File: config.mk
export PLATFORM = sky130hd
export DESIGN_NAME = nn_job_sequencer
export DESIGN_NICKNAME = d
export VERILOG_FILES = /design/src/rtl/nn_job_sequencer.sv
export SDC_FILE = /design/constraint.sdc
export NUM_CORES = 1
export LEC_CHECK = 0
export CAP_MARGIN = 40
export CORE_UTILIZATION = 50
export CTS_CLUSTER_SIZE = 10
export DETAILED_ROUTE_END_ITERATION = 6
export PLACE_DENSITY = 0.79
export SLEW_MARGIN = 30
export SYNTH_ARGS = -nofsm -noshare
export SYNTH_HDL_FRONTEND = slang
export SYNTH_SLANG_ARGS = --single-unit
export TNS_END_PERCENT = 20
File: constraint.sdc
create_clock -name clk_x70 -period 19.21 [get_ports clk_x70]
set_input_delay 2.8815 -clock clk_x70 [delete_from_list [all_inputs] [get_ports clk_x70]]
set_output_delay 2.8815 -clock clk_x70 [all_outputs]
set_load 0.05 [all_outputs]
File: src/rtl/nn_job_sequencer.sv
// Sequences one {x1..x6} vector at a time into an NN core and queues {y, cycles, timeout} results in a small FIFO.
// Accept edge -> 1-cycle start pulse; vec_ready drops while busy or FIFO full. NN_SEQ_TIMEOUT_EN adds a WAIT timeout.
module nn_job_sequencer #(
  parameter int RES_DEPTH   = 4,
  parameter int TIMEOUT_CYC = 1024
) (
  input  logic         clk_x70,
  input  logic         rst_n_x70,
  input  logic         vec_valid_x70,
  output logic         vec_ready_x70,
  input  logic [191:0] vec_data_x70,
  output logic [191:0] nn_x_x70,
  output logic         nn_start_x70,
  input  logic         nn_done_x70,
  input  logic [95:0]  nn_y_x70,
  output logic         res_valid_x70,
  input  logic         res_ready_x70,
  output logic [95:0]  res_data_x70,
  output logic [15:0]  res_cycles_x70,
  output logic         res_timeout_x70,
  output logic         busy_x70
);

  localparam int          AW     = $clog2(RES_DEPTH);
  localparam logic [15:0] TO_LIM = 16'(TIMEOUT_CYC);
`ifdef NN_SEQ_TIMEOUT_EN
  localparam logic TO_EN = 1'b1;
`else
  localparam logic TO_EN = 1'b0;
`endif

  typedef enum logic [1:0] {IDLE, START, WAIT, STORE} state_t;

  typedef struct packed {
    logic [95:0] y;
    logic [15:0] cycles;
    logic        timeout;
  } res_t;

  state_t       r_state;
  logic         r_vec_ready;
  logic         r_nn_start;
  logic         r_busy;
  logic         r_done_d;
  logic [191:0] r_nn_x;
  logic [15:0]  r_cnt;
  res_t         r_cap;
  res_t         r_mem [RES_DEPTH];
  logic [AW:0]  r_wp;
  logic [AW:0]  r_rp;

  logic         w_empty;
  logic         w_push;
  logic         w_pop;
  logic         w_full_nxt;
  logic         w_done_rise;
  logic         w_to_hit;
  logic [AW:0]  w_wp_nxt;
  logic [AW:0]  w_rp_nxt;
  logic [15:0]  w_cnt_inc;
  res_t         w_head;

  assign w_empty     = (r_wp == r_rp);
  assign w_push      = (r_state == STORE);
  assign w_pop       = !w_empty && res_ready_x70;
  assign w_wp_nxt    = r_wp + {{AW{1'b0}}, w_push};
  assign w_rp_nxt    = r_rp + {{AW{1'b0}}, w_pop};
  // Ready for the next vector must account for a push/pop landing on this same edge.
  assign w_full_nxt  = (w_wp_nxt[AW] != w_rp_nxt[AW]) && (w_wp_nxt[AW-1:0] == w_rp_nxt[AW-1:0]);
  assign w_done_rise = nn_done_x70 && !r_done_d;
  assign w_cnt_inc   = (r_cnt == 16'hFFFF) ? 16'hFFFF : r_cnt + 16'd1;
  assign w_to_hit    = TO_EN && (w_cnt_inc == TO_LIM);
  assign w_head      = r_mem[r_rp[AW-1:0]];

  always_ff @(posedge clk_x70 or negedge rst_n_x70) begin
    if (!rst_n_x70) begin
      r_state     <= IDLE;
      r_vec_ready <= 1'b0;
      r_nn_start  <= 1'b0;
      r_busy      <= 1'b0;
      r_done_d    <= 1'b0;
      r_nn_x      <= '0;
      r_cnt       <= '0;
      r_cap       <= '0;
    end else begin
      r_done_d   <= nn_done_x70;
      r_nn_start <= 1'b0;
      case (r_state)
        IDLE: begin
          if (vec_valid_x70 && r_vec_ready) begin
            r_nn_x      <= vec_data_x70;
            r_nn_start  <= 1'b1;
            r_vec_ready <= 1'b0;
            r_busy      <= 1'b1;
            r_state     <= START;
          end else begin
            r_vec_ready <= !w_full_nxt;
          end
        end
        START: begin
          r_cnt   <= '0;
          r_state <= WAIT;
        end
        WAIT: begin
          // The cycle in which done is sampled high is part of the count.
          r_cnt <= w_cnt_inc;
          if (w_done_rise) begin
            r_cap   <= res_t'{y: nn_y_x70, cycles: w_cnt_inc, timeout: 1'b0};
            r_state <= STORE;
          end else if (w_to_hit) begin
            r_cap   <= res_t'{y: 96'd0, cycles: TO_LIM, timeout: 1'b1};
            r_state <= STORE;
          end
        end
        STORE: begin
          r_busy      <= 1'b0;
          r_vec_ready <= !w_full_nxt;
          r_state     <= IDLE;
        end
        default: r_state <= IDLE;
      endcase
    end
  end

  always_ff @(posedge clk_x70 or negedge rst_n_x70) begin
    if (!rst_n_x70) begin
      r_wp <= '0;
      r_rp <= '0;
    end else begin
      r_wp <= w_wp_nxt;
      r_rp <= w_rp_nxt;
    end
  end

  always_ff @(posedge clk_x70) begin
    if (w_push) begin
      r_mem[r_wp[AW-1:0]] <= r_cap;
    end
  end

  assign vec_ready_x70   = r_vec_ready;
  assign nn_x_x70        = r_nn_x;
  assign nn_start_x70    = r_nn_start;
  assign busy_x70        = r_busy;
  assign res_valid_x70   = !w_empty;
  assign res_data_x70    = w_empty ? 96'd0 : w_head.y;
  assign res_cycles_x70  = w_empty ? 16'd0 : w_head.cycles;
  assign res_timeout_x70 = !w_empty && w_head.timeout && TO_EN;

endmodule

==> impl_metrics.xml <==
<?xml version="1.0" encoding="UTF-8"?>
<metrics>
  <group name="yosys">
    <metric name="main_combinational_cell_family_by_area_after_synthesis" unit="">multiplexers</metric>
    <metric name="post_synthesis_instance_total" unit="">1759</metric>
    <metric name="synth-compound-area-share" unit="%">1.431</metric>
    <metric name="yosysWarnings" unit="">0</metric>
    <metric name="syn_area" unit="µm²">29820</metric>
    <metric name="synth_flop_cell" unit="">edfxtp_1</metric>
    <metric name="yosysUniqueCellTypes" unit="">54</metric>
    <metric name="post_synth.cell_area_avg" unit="µm²">16.95</metric>
    <metric name="synth-edff-count" unit="">448</metric>
    <metric name="syn_nets" unit="">2060</metric>
    <metric name="synth_adder_area_share" unit="%">0.3357</metric>
    <metric name="synth-simple-area-share" unit="%">7.385</metric>
    <metric name="synth_sequential_area_ratio" unit="%">72.98</metric>
    <metric name="synth_xor_area_share" unit="%">0.5581</metric>
    <metric name="postSynth.asyncResetShare" unit="%">42.56</metric>
    <metric name="flip_flop_and_latch_count_after_synthesis" unit="">780</metric>
    <metric name="synth_mux_area_share" unit="%">15.74</metric>
  </group>
  <group name="critical_path">
    <metric name="timing.rr.start" unit="">r_state[0]$_DFFE_PN0P_</metric>
    <metric name="slowest_stage_delay_cp" unit="ns">0.87</metric>
    <metric name="rr_endpoint" unit="">nn_x_x70[62]$_DFFE_PN0P_</metric>
    <metric name="timing.critical_path.from" unit="">r_rp[0]$_DFF_PN0_</metric>
    <metric name="cp_max_fanout" unit="">35</metric>
    <metric name="crit_path_cell_trace" unit="">buf_4 &gt; buf_4 &gt; buf_12 &gt; mux4_2 &gt; nor2b_1 &gt; clkdlybuf4s50_1</metric>
    <metric name="worst-endpoint-arrival" unit="ns">4.16</metric>
    <metric name="crit_path_top_delay_cell" unit="">dfrtp_4</metric>
    <metric name="critical-path-top-cell-by-count" unit="">buf_4</metric>
    <metric name="worst_r2r_setup_slack" unit="ns">15.72</metric>
    <metric name="cp-start-kind" unit="">register</metric>
    <metric name="reg2reg_depth" unit="">8</metric>
    <metric name="path_class" unit="">register to output port</metric>
    <metric name="cp_data_required_time" unit="ns">16.33</metric>
    <metric name="cp-end-kind" unit="">output port</metric>
  </group>
  <group name="sta">
    <metric name="maxClockFrequency" unit="MHz">142.0</metric>
    <metric name="worst_clock_skew" unit="ns">0.03490</metric>
    <metric name="finalSetupViolCount" unit="">0</metric>
    <metric name="timing_worst_slew_pin_value" unit="ns">0.8797</metric>
    <metric name="rsz0062_at_grt" unit="">false</metric>
    <metric name="max_slew_margin_vs_limit" unit="%">41.17</metric>
    <metric name="finalWorstPathRequiredPeriod" unit="ns">7.045</metric>
    <metric name="finalSetupTns" unit="ns">0</metric>
    <metric name="period_share" unit="%">36.67</metric>
    <metric name="finalHoldViolations" unit="">0</metric>
    <metric name="drv_slew" unit="">0</metric>
  </group>
  <group name="detailed_routing">
    <metric name="via_per_inst" unit="">5.532</metric>
    <metric name="detailedRoute.firstIterationViolations" unit="">1215</metric>
    <metric name="wire_per_inst" unit="µm">25.77</metric>
    <metric name="vias" unit="">17980</metric>
    <metric name="drtAntennaViolNets" unit="">0</metric>
    <metric name="drt_drc_violations_left" unit="">0</metric>
    <metric name="drtPass1Iterations" unit="">5</metric>
    <metric name="route.final.wire_length" unit="µm">83710</metric>
  </group>
  <group name="placement">
    <metric name="half_perimeter_wire_length_of_the_detailed_placement_result" unit="µm">55750</metric>
    <metric name="numPortBuffers" unit="">600</metric>
    <metric name="gp_routability_congestion" unit="">0.8983</metric>
  </group>
  <group name="clocking">
    <metric name="cts.sinks" unit="">780</metric>
    <metric name="h-tree-depth" unit="">3</metric>
    <metric name="ctsResizeCount" unit="">0</metric>
    <metric name="numCtsBuffers" unit="">89</metric>
    <metric name="post-cts-setup-buffers" unit="">0</metric>
    <metric name="cts.clk_slew.worst_paths" unit="ns">0.06</metric>
    <metric name="hold_buffers" unit="">0</metric>
    <metric name="clock_latency" unit="ns">0.62</metric>
    <metric name="clockRootBuffer" unit="">clkbuf_16</metric>
    <metric name="cts_tree" unit="">yes</metric>
    <metric name="cts_buffer_depth" unit="">3</metric>
  </group>
  <group name="floorplan">
    <metric name="design.core.area" unit="µm²">59020</metric>
    <metric name="chipHeight" unit="µm">246.2</metric>
    <metric name="die-area" unit="µm²">60610</metric>
    <metric name="dieWidth" unit="µm">246.2</metric>
    <metric name="placementRows" unit="">89</metric>
    <metric name="initial_utilization" unit="%">50.52</metric>
    <metric name="number_of_top_level_pins" unit="">602</metric>
  </group>
  <group name="global_route">
    <metric name="grt_antenna_before_repair" unit="">22</metric>
    <metric name="grt_pass1_wl" unit="µm">120900</metric>
    <metric name="grt_overflow" unit="">0</metric>
    <metric name="grt_start_max_net_pins" unit="">174</metric>
    <metric name="first_global_vias" unit="">18490</metric>
    <metric name="groute.usage.overall" unit="%">27.54</metric>
  </group>
  <group name="cells_and_area">
    <metric name="final_core_utilization" unit="%">67.16</metric>
    <metric name="filler_cell_count" unit="">3907</metric>
    <metric name="fraction_of_final_layout_cells_with_drive_strength_greater_than_1" unit="%">18.55</metric>
    <metric name="area_delta_synth_final" unit="%">32.94</metric>
    <metric name="final_nets" unit="">2689</metric>
  </group>
  <group name="power_and_ir_drop">
    <metric name="power.static_leakage" unit="nW">14.93</metric>
    <metric name="vdd_ir_drop_max" unit="V">0.0002160</metric>
    <metric name="power-per-cell-area" unit="nW/µm²">207.5</metric>
  </group>
  <group name="worst_hold_path">
    <metric name="timing.hold.worst.start" unit="">nn_x_x70[132]$_DFFE_PN0P_</metric>
    <metric name="min_to" unit="">nn_x_x70[132]$_DFFE_PN0P_</metric>
    <metric name="min_delay_path_depth" unit="">1</metric>
    <metric name="hold_path.class" unit="">register to register</metric>
  </group>
  <group name="run">
    <metric name="maxCapViolCount" unit="">0</metric>
  </group>
  <group name="outcome">
    <metric name="outcome" unit="">finished, final reports clean</metric>
  </group>
</metrics>
## critical path: cells and delay by family (launching register included)
family	cells	cell delay, ns
flops	1	0.87
mux	1	0.54
simple gates	1	0.17
buf+inv	4	1.85
## flip-flops by register name, summed over array words and instances (netlist names)
name and cells:
r_state 2, r_mem 448, r_cap 112, r_rp 3, r_cnt 16, r_wp 3
vec_ready_x70 1, busy_x70 1, r_done_d 1, nn_x_x70 192, nn_start_x70 1
## routing by layer
metal	routed length, µm	track usage (%)	vias up
li1	-	-	7731
met4	3013	11.82	4
met1	31670	34.59	9330
met3	7722	8.519	130
met2	41280	44.27	780
met5	21	0	-
## Yosys cell counts (8+ instances only)
master,number,area [µm²]
ha_1,8,100.1
clkbuf_1,48,180.2
nor2b_1,114,713.2
xnor2_1,9,78.83
dfrtp_1,332,8308
xor2_1,10,87.58
buf_2,33,165.2
inv_1,9,33.78
nand2_1,302,1134
o21ai_1,8,40.04
mux4_2,112,2522
buf_1,11,41.29
a21oi_1,21,105.1
nor2_1,21,78.83
mux2_2,192,2162
edfxtp_1,448,13450
## layout by cell type (no fill, tap or decap), types with 3 or more instances in the layout
master / n
clkbuf_1: 63
buf_12: 9
inv_1: 9
a31oi_1: 6
nor3_1: 3
a22oi_1: 3
a2bb2oi_1: 3
diode_2: 18
mux2_2: 192
buf_16: 7
clkbuf_16: 93
mux4_2: 112
clkdlybuf4s50_1: 599
buf_8: 3
nand2_1: 302
xnor2_1: 9
o41ai_1: 3
a21boi_1: 3
edfxtp_1: 448
nor2b_1: 114
o21ai_0: 5
xor2_1: 10
dfrtp_1: 330
nor2_1: 19
nand3_1: 7
nand4_1: 4
o21ai_1: 8
a21oi_1: 21
buf_4: 17
ha_1: 8
## per-stage QoR
stage | area (µm²) | hold slack [ns] | setup WS, ns | total power [W] | cells
CTS | 39520 | 0.5064 | 11.61 | 0.008248 | 3228
global route | 39630 | 0.5195 | 11.89 | 0.008532 | 3246
finish | 39640 | 0.5069 | 12.17 | 0.008223 | 3249
detailed placement | 36880 | 0.4940 | 12.30 | 0.006669 | 3067
floorplan | 29820 | 0.4758 | 9.714 | 0.005252 | 1759
global placement | 36560 | 0.4835 | 12.13 | 0.006555 | 3052
## area by class of cell
cell class / count / area [µm²] / share of cell area, %
Sequential cell: 780 / 21770 / 54.92
Tap cell: 773 / 967.2 / 2.440
Multi-Input combinational cell: 872 / 7636 / 19.26
Antenna cell: 18 / 45.04 / 0.1136
Clock inverter: 5 / 72.57 / 0.1831
Clock buffer: 156 / 2564 / 6.468
Inverter: 9 / 33.78 / 0.08522
Timing Repair Buffer: 636 / 6553 / 16.53
## kinds of logic after synthesis
group | after synthesis
flip-flops | 780
AO/OA/AOI/OAI | 67
AND/OR/NAND/NOR | 472
adder cells (fa/ha/maj) | 8
XOR/XNOR | 19
other | 1
buffers and inverters | 107
multiplexers | 305
## power breakdown
part	internal [W]	switching (W)
clock	0.000902	0.000643
combinational	0.00141	0.00251
sequential	0.00241	0.000345
total	0.00473	0.00349
## how the worst max path moves through the flow
stage,end,slack (ns),cells past startpoint
floorplan,r_mem[0][0]$_DFFE_PP_,9.71,2
global placement,res_data_x70[3],12.13,5
detailed placement,res_data_x70[14],12.30,6
CTS,res_data_x70[6],11.61,6
global route,res_data_x70[10],11.89,6
finish,res_data_x70[1],12.17,6
Note: power is estimated with default switching activity, not from simulation.
